<file path="config.mk">
export PLATFORM = sky130hd
export DESIGN_NAME = hybridsub8_pipe
export DESIGN_NICKNAME = d
export VERILOG_FILES = /design/src/rtl/hybridarith_pkg.sv /design/src/rtl/borrow_lookahead4.sv /design/src/rtl/hybridsub8_pipe.sv
export SDC_FILE = /design/constraint.sdc
export NUM_CORES = 1
export LEC_CHECK = 0
export CAP_MARGIN = 10
export CORE_UTILIZATION = 32
export CTS_CLUSTER_SIZE = 10
export DETAILED_ROUTE_END_ITERATION = 10
export PLACE_DENSITY = 0.59
export REMOVE_ABC_BUFFERS = 1
export SLEW_MARGIN = 20
export SYNTH_ARGS = -nofsm -noshare
export SYNTH_HDL_FRONTEND = slang
export SYNTH_SLANG_ARGS = --single-unit
</file>
<file path="constraint.sdc">
create_clock -name clk -period 2.4 [get_ports clk]
set_clock_uncertainty 0.15 [all_clocks]
set_input_delay 0.24 -clock clk [delete_from_list [all_inputs] [get_ports clk]]
set_output_delay 0.24 -clock clk [all_outputs]
set_load 0.01 [all_outputs]
</file>
<file path="src/rtl/hybridarith_pkg.sv">
// Shared definitions for the hybrid add/subtract datapath.
// Holds the operand width, the 2/4/2 segment split and the pipeline stage
// payload types used by hybridsub8_pipe.
package hybridarith_pkg;

    localparam int unsigned DATA_W = 8;
    localparam int unsigned LO_W   = 2;  // low ripple segment, bits [1:0]
    localparam int unsigned LA_W   = 4;  // lookahead segment, bits [5:2]
    localparam int unsigned HI_W   = 2;  // high ripple segment, bits [7:6]

    // Stage 1 payload. Operand bits [1:0] are already consumed by the low
    // ripple, so only the upper bits travel on.
    typedef struct packed {
        logic [DATA_W-1:LO_W] x_up;
        logic [DATA_W-1:LO_W] y_up;
        logic [LO_W-1:0]      d_lo;
        logic                 b2;
    } s1_t;

    // Stage 2 payload. The operand sign bits X7/Y7 are the top bits of
    // x_hi/y_hi.
    typedef struct packed {
        logic [HI_W-1:0]      x_hi;
        logic [HI_W-1:0]      y_hi;
        logic [LO_W+LA_W-1:0] d_lo;
        logic                 b6;
    } s2_t;

endpackage

</file>
<file path="src/rtl/borrow_lookahead4.sv">
// Four-bit borrow-lookahead block.
// Every borrow is a flat two-level sum of products over p/g and the
// incoming borrow, so there is no ripple path through the segment.
// Ports:
//   p_i  [3:0]  borrow-propagate, p = ~(x ^ y)
//   g_i  [3:0]  borrow-generate,  g = ~x & y
//   b_i         borrow into bit 0 of the segment
//   b_o  [4:1]  borrow into bits 1..4 (b_o[4] leaves the segment)
module borrow_lookahead4 (
    input  logic [3:0] p_i,
    input  logic [3:0] g_i,
    input  logic       b_i,
    output logic [4:1] b_o
);

    assign b_o[1] = g_i[0]
                  | (p_i[0] & b_i);

    assign b_o[2] = g_i[1]
                  | (p_i[1] & g_i[0])
                  | (p_i[1] & p_i[0] & b_i);

    assign b_o[3] = g_i[2]
                  | (p_i[2] & g_i[1])
                  | (p_i[2] & p_i[1] & g_i[0])
                  | (p_i[2] & p_i[1] & p_i[0] & b_i);

    assign b_o[4] = g_i[3]
                  | (p_i[3] & g_i[2])
                  | (p_i[3] & p_i[2] & g_i[1])
                  | (p_i[3] & p_i[2] & p_i[1] & g_i[0])
                  | (p_i[3] & p_i[2] & p_i[1] & p_i[0] & b_i);

endmodule

</file>
<file path="src/rtl/hybridsub8_pipe.sv">
// Three-stage pipelined 8-bit subtractor, D = X - Y - Bin.
// Stage 1 ripples bits [1:0], stage 2 resolves bits [5:2] by lookahead,
// stage 3 ripples bits [7:6] and forms borrow-out and signed overflow.
// Valid/ready handshake on both sides; every stage is a skid-free register
// that advances when the stage after it can take its contents.
// Ports:
//   clk        rising-edge clock
//   rst        synchronous active-high reset
//   in_valid   operand beat valid
//   in_ready   a beat can be accepted this cycle
//   Xi, Yi     minuend, subtrahend
//   Bin        borrow-in
//   out_valid  result valid
//   out_ready  consumer takes the result this cycle
//   Di         difference, mod 256
//   Bout       unsigned borrow-out (X < Y + Bin)
//   V          signed overflow
module hybridsub8_pipe #(
    parameter int unsigned DATA_W = 8
) (
    input  logic              clk,
    input  logic              rst,
    input  logic              in_valid,
    output logic              in_ready,
    input  logic [DATA_W-1:0] Xi,
    input  logic [DATA_W-1:0] Yi,
    input  logic              Bin,
    output logic              out_valid,
    input  logic              out_ready,
    output logic [DATA_W-1:0] Di,
    output logic              Bout,
    output logic              V
);

    import hybridarith_pkg::*;

    if (DATA_W != hybridarith_pkg::DATA_W) begin : g_width_check
        $error("hybridsub8_pipe: DATA_W must be 8");
    end

    // ------------------------------------------------------------------
    // Handshake
    // ------------------------------------------------------------------
    logic valid1_q, valid1_d;
    logic valid2_q, valid2_d;
    logic out_valid_q, out_valid_d;
    logic ready1, ready2, ready3;
    logic load1, load2, load3;

    assign ready3 = ~out_valid_q | out_ready;
    assign ready2 = ~valid2_q | ready3;
    assign ready1 = ~valid1_q | ready2;

    assign load1 = in_valid & ready1;
    assign load2 = valid1_q & ready2;
    assign load3 = valid2_q & ready3;

    // A ready stage takes whatever sits upstream, including a bubble.
    assign valid1_d    = ready1 ? in_valid : valid1_q;
    assign valid2_d    = ready2 ? valid1_q : valid2_q;
    assign out_valid_d = ready3 ? valid2_q : out_valid_q;

    assign in_ready = ready1;

    // ------------------------------------------------------------------
    // Stage 1: ripple-borrow over bits [1:0]
    // ------------------------------------------------------------------
    s1_t              s1_q, s1_d;
    logic [LO_W:0]    lo_b;
    logic [LO_W-1:0]  lo_d;

    always_comb begin
        lo_b    = '0;
        lo_d    = '0;
        lo_b[0] = Bin;
        for (int i = 0; i < int'(LO_W); i++) begin
            lo_d[i]   = Xi[i] ^ Yi[i] ^ lo_b[i];
            lo_b[i+1] = (~Xi[i] & Yi[i]) | (~(Xi[i] ^ Yi[i]) & lo_b[i]);
        end
    end

    always_comb begin
        s1_d      = s1_q;
        if (load1) begin
            s1_d.x_up = Xi[DATA_W-1:LO_W];
            s1_d.y_up = Yi[DATA_W-1:LO_W];
            s1_d.d_lo = lo_d;
            s1_d.b2   = lo_b[LO_W];
        end
    end

    // ------------------------------------------------------------------
    // Stage 2: lookahead over bits [5:2]
    // ------------------------------------------------------------------
    s2_t              s2_q, s2_d;
    logic [LA_W-1:0]  la_x, la_y, la_p, la_g, la_d;
    logic [LA_W:1]    la_b;
    logic [LA_W-1:0]  la_bin;  // borrow into each lookahead bit

    assign la_x = s1_q.x_up[LO_W+LA_W-1:LO_W];
    assign la_y = s1_q.y_up[LO_W+LA_W-1:LO_W];
    assign la_p = ~(la_x ^ la_y);
    assign la_g = ~la_x & la_y;

    borrow_lookahead4 u_borrow_lookahead4 (
        .p_i (la_p),
        .g_i (la_g),
        .b_i (s1_q.b2),
        .b_o (la_b)
    );

    assign la_bin = {la_b[LA_W-1:1], s1_q.b2};
    assign la_d   = la_x ^ la_y ^ la_bin;

    always_comb begin
        s2_d = s2_q;
        if (load2) begin
            s2_d.x_hi = s1_q.x_up[DATA_W-1:LO_W+LA_W];
            s2_d.y_hi = s1_q.y_up[DATA_W-1:LO_W+LA_W];
            s2_d.d_lo = {la_d, s1_q.d_lo};
            s2_d.b6   = la_b[LA_W];
        end
    end

    // ------------------------------------------------------------------
    // Stage 3: ripple-borrow over bits [7:6], borrow-out and overflow
    // ------------------------------------------------------------------
    logic [HI_W:0]     hi_b;
    logic [HI_W-1:0]   hi_d;
    logic [DATA_W-1:0] di_q, di_d, diff;
    logic              bout_q, bout_d;
    logic              v_q, v_d;
    logic              x_sign, y_sign;

    always_comb begin
        hi_b    = '0;
        hi_d    = '0;
        hi_b[0] = s2_q.b6;
        for (int i = 0; i < int'(HI_W); i++) begin
            hi_d[i]   = s2_q.x_hi[i] ^ s2_q.y_hi[i] ^ hi_b[i];
            hi_b[i+1] = (~s2_q.x_hi[i] & s2_q.y_hi[i])
                      | (~(s2_q.x_hi[i] ^ s2_q.y_hi[i]) & hi_b[i]);
        end
    end

    assign x_sign = s2_q.x_hi[HI_W-1];
    assign y_sign = s2_q.y_hi[HI_W-1];
    assign diff   = {hi_d, s2_q.d_lo};

    always_comb begin
        di_d   = di_q;
        bout_d = bout_q;
        v_d    = v_q;
        if (load3) begin
            di_d   = diff;
            bout_d = hi_b[HI_W];
            // Overflow only when signs differ and the result sign left X's.
            v_d    = (x_sign ^ y_sign) & (diff[DATA_W-1] ^ x_sign);
        end
    end

    // ------------------------------------------------------------------
    // State
    // ------------------------------------------------------------------
    always_ff @(posedge clk) begin
        if (rst) begin
            valid1_q    <= 1'b0;
            valid2_q    <= 1'b0;
            out_valid_q <= 1'b0;
            s1_q        <= '0;
            s2_q        <= '0;
            di_q        <= '0;
            bout_q      <= 1'b0;
            v_q         <= 1'b0;
        end else begin
            valid1_q    <= valid1_d;
            valid2_q    <= valid2_d;
            out_valid_q <= out_valid_d;
            s1_q        <= s1_d;
            s2_q        <= s2_d;
            di_q        <= di_d;
            bout_q      <= bout_d;
            v_q         <= v_d;
        end
    end

    assign out_valid = out_valid_q;
    assign Di        = di_q;
    assign Bout      = bout_q;
    assign V         = v_q;

endmodule

</file>
==> flow_metrics.py <==
metrics = {
    "clock_network": {
        "cts-root-buf": "clkbuf_8",
        "cts_tree": "yes",
        "cts.sinks": 39,
        "cts_resized": 0,
        "cts.path.max_buffers": 2,
        "clkLatencyLatePin_ns": 0.29,
        "numCtsBuffers": 5,
        "h-tree-depth": 2,
        "holdBufCountCts": 0,
        "clk_pin_slew_ns": 0.08,
        "post_cts_buffers": 0,
    },
    "floorplan": {
        "coreArea_sq_mm": 0.00514,
        "io_pins": 33,
        "die_w_um": 75.2,
        "std_cell_rows": 26,
        "dieArea_sq_mm": 0.00565,
        "start_util_pct": 33.3,
        "die_height_um": 75.2,
    },
    "logic_synthesis": {
        "synth_cell_types": 26,
        "async_reset_ff_share_pct": 0,
        "avgSynthCellArea_sq_um": 8.66,
        "synth_largest_area_cell": "dfxtp_1",
        "ys_ff_latch": 39,
        "synthTopCellsByCount": "nand2_1 (57), dfxtp_1 (39), a21oi_1 (32), inv_1 (15), nor2_1 (12)",
        "synthesis.area_sq_mm": 0.00171,
        "synth_top_area_share_pct": 45.5,
        "netlist_instances": 198,
        "synthFlopType": "dfxtp_1",
        "seq_area_frac_synth_pct": 45.5,
        "synth.most_common_cell": "nand2_1",
        "yosys-top-cells-area": "dfxtp_1 (46%), nand2_1 (12%), a21oi_1 (9.3%), fa_1 (5.8%), ha_1 (4.4%)",
        "ys_warn_count": 0,
        "synth_enable_flop_cells": 0,
    },
    "finish": {
        "fin_area_sq_mm": 0.00218,
        "diodes": 0,
        "fillCellCount": 571,
        "multi_input_area_sq_um": 813,
        "drive_gt1_share_pct": 6.96,
        "syn_to_final_growth_pct": 27.4,
        "nNetsFinal": 261,
        "fin_util_pct": 42.5,
        "register_area_sq_um": 781,
    },
    "route": {
        "vias": 1300,
        "wl_per_cell_um": 9.80,
        "drc_errors": 0,
        "dr_wl_met3_um": 120,
        "drtPass1Iterations": 4,
        "wl_met1_mm": 1.46,
        "ant_nets": 0,
        "wl_met2_mm": 1.30,
        "highest_layer": "met4",
        "detail_route.vias_per_cell": 4.33,
        "routed_wl_mm": 2.94,
        "first_iter_violations": 92,
    },
    "sta": {
        "rsz0062_at_grt": "false",
        "clock.fmax_mhz": 515,
        "setup_viol_count_final": 0,
        "finalCriticalPeriod_ns": 1.94,
        "hold_viol_final": 0,
        "timing.final.crit_share_pct": 80.9,
        "slew_viol_final": 0,
        "worstMarginPinSlew_ns": 0.439,
        "final.setup.tns_ns": 0,
        "relSlewSlack_pct": 70.7,
    },
    "critical_path": {
        "arrival_ns": 1.96,
        "cp_max_fo": 2,
        "criticalPathCategory": "reg2reg",
        "worst_setup_path_start_kind": "register",
        "critPathRequiredTime_ns": 2.42,
        "cp-end-kind": "register",
    },
    "status": {
        "outcome": "completed",
    },
    "global_routing": {
        "grt.total_usage_pct": 11.9,
        "antenna_found_initial": 0,
        "grt_max_degree": 40,
        "overflow": 0,
        "grt_pass1_wl_mm": 5.05,
        "grt_pass1_vias": 1169,
    },
    "power": {
        "irDropWorstVdd_mv": 0.383,
        "power_leakage_nw": 0.830,
        "pwr_density_cell_mw_per_mm2": 656,
    },
    "placement": {
        "dp_hpwl_mm": 2.12,
        "post_dp_cell_area_sq_mm": 0.00207,
        "gp_congestion": 0.750,
        "io_buffers": 32,
    },
    "flow_run": {
        "max_cap_violations": 0,
    },
    "worst_hold_path": {
        "worstHoldPathType": "reg2reg",
    },
}
-- registers in the layout (all words and copies together), names as in the netlist, 4 cells and up --
signal,count
s1_q,6
diff,6
s2_q,4
la_x,4
Di,8
la_y,4
-- final cells by class --
cell class	instances	share of cell area (%)
clock inverter	2	1.60
tap	70	4.01
timing repair buffer	33	15.0
clock buffer	6	3.78
multi-input combinational	135	37.2
sequential	39	35.8
inverter	15	2.58
-- final timing paths --
check,from,to,slack (ns),depth (start not counted)
worst max-delay path,s2_q[9]$_SDFFE_PP0P_,V$_SDFFE_PP0P_,0.46,8
worst min-delay path,s1_q[7]$_SDFFE_PP0P_,s2_q[7]$_SDFFE_PP0P_,0.30,2
worst max register to register,s2_q[9]$_SDFFE_PP0P_,V$_SDFFE_PP0P_,0.46,8
worst min register to register,s1_q[7]$_SDFFE_PP0P_,s2_q[7]$_SDFFE_PP0P_,0.30,2
-- critical path: stages, from the launching register on --
cell and delay [ns]:
dfxtp_1 0.34, inv_1 0.06, fa_1 0.38, inv_1 0.07
fa_1 0.44, xnor2_1 0.16, nor2_1 0.05, mux2i_1 0.12
nor2_1 0.05
-- metal layers --
| layer | up-vias | global-route usage (%) |
|---|---|---|
| li1 | 696 | - |
| met1 | 575 | 14.8 |
| met2 | 23 | 19.4 |
| met3 | 6 | 4.02 |
| met4 | 0 | 4.32 |
| met5 | - | 0 |
-- stage by stage --
step	cells	hold slack, ns	total power, mW	setup WS, ns
3_5_place_dp	292	0.297	0.888	0.361
4_1_cts	300	0.302	1.45	0.453
2_1_floorplan	189	0.155	0.810	0.556
5_1_grt	300	0.320	1.50	0.353
3_3_place_gp	292	0.293	0.884	0.377
6_report	300	0.299	1.43	0.458
-- layout by cell type, fill, tap and decap left out --
cell,n
nand2_1,57
dfxtp_1,39
a21oi_1,32
clkdlybuf4s50_1,32
inv_1,15
nor2_1,12
a211oi_1,6
ha_1,6
clkbuf_8,6
fa_1,5
xnor2_1,3
a211oi_2,2
nand4b_4,1
nand3b_1,1
and2b_2,1
and2_4,1
a21oi_4,1
o21ai_0,1
xor2_1,1
nor3_1,1
nor2b_4,1
or2b_1,1
mux2i_1,1
a21o_1,1
clkinv_2,1
bufinv_16,1
buf_4,1
-- kinds of logic (layout without fill, tap and decap cells) --
logic type | Yosys count | count (layout) | synth area share [%]
flip-flops | 39 | 39 | 45.5
buffers and inverters | 24 | 56 | 7.01
XOR/XNOR | 4 | 4 | 2.04
AO/OA/AOI/OAI | 43 | 43 | 15.1
adder cells (fa/ha/maj) | 11 | 11 | 10.2
multiplexers | 1 | 1 | 0.584
AND/OR/NAND/NOR | 76 | 76 | 19.5
-- report_power, final --
part	switching (mW)	internal, mW	leakage [nW]
logic	0.0834	0.0885	0.450
clock network	0.226	0.336	0.0612
registers	0.0201	0.677	0.319
Power figures use the tool's default switching activity.
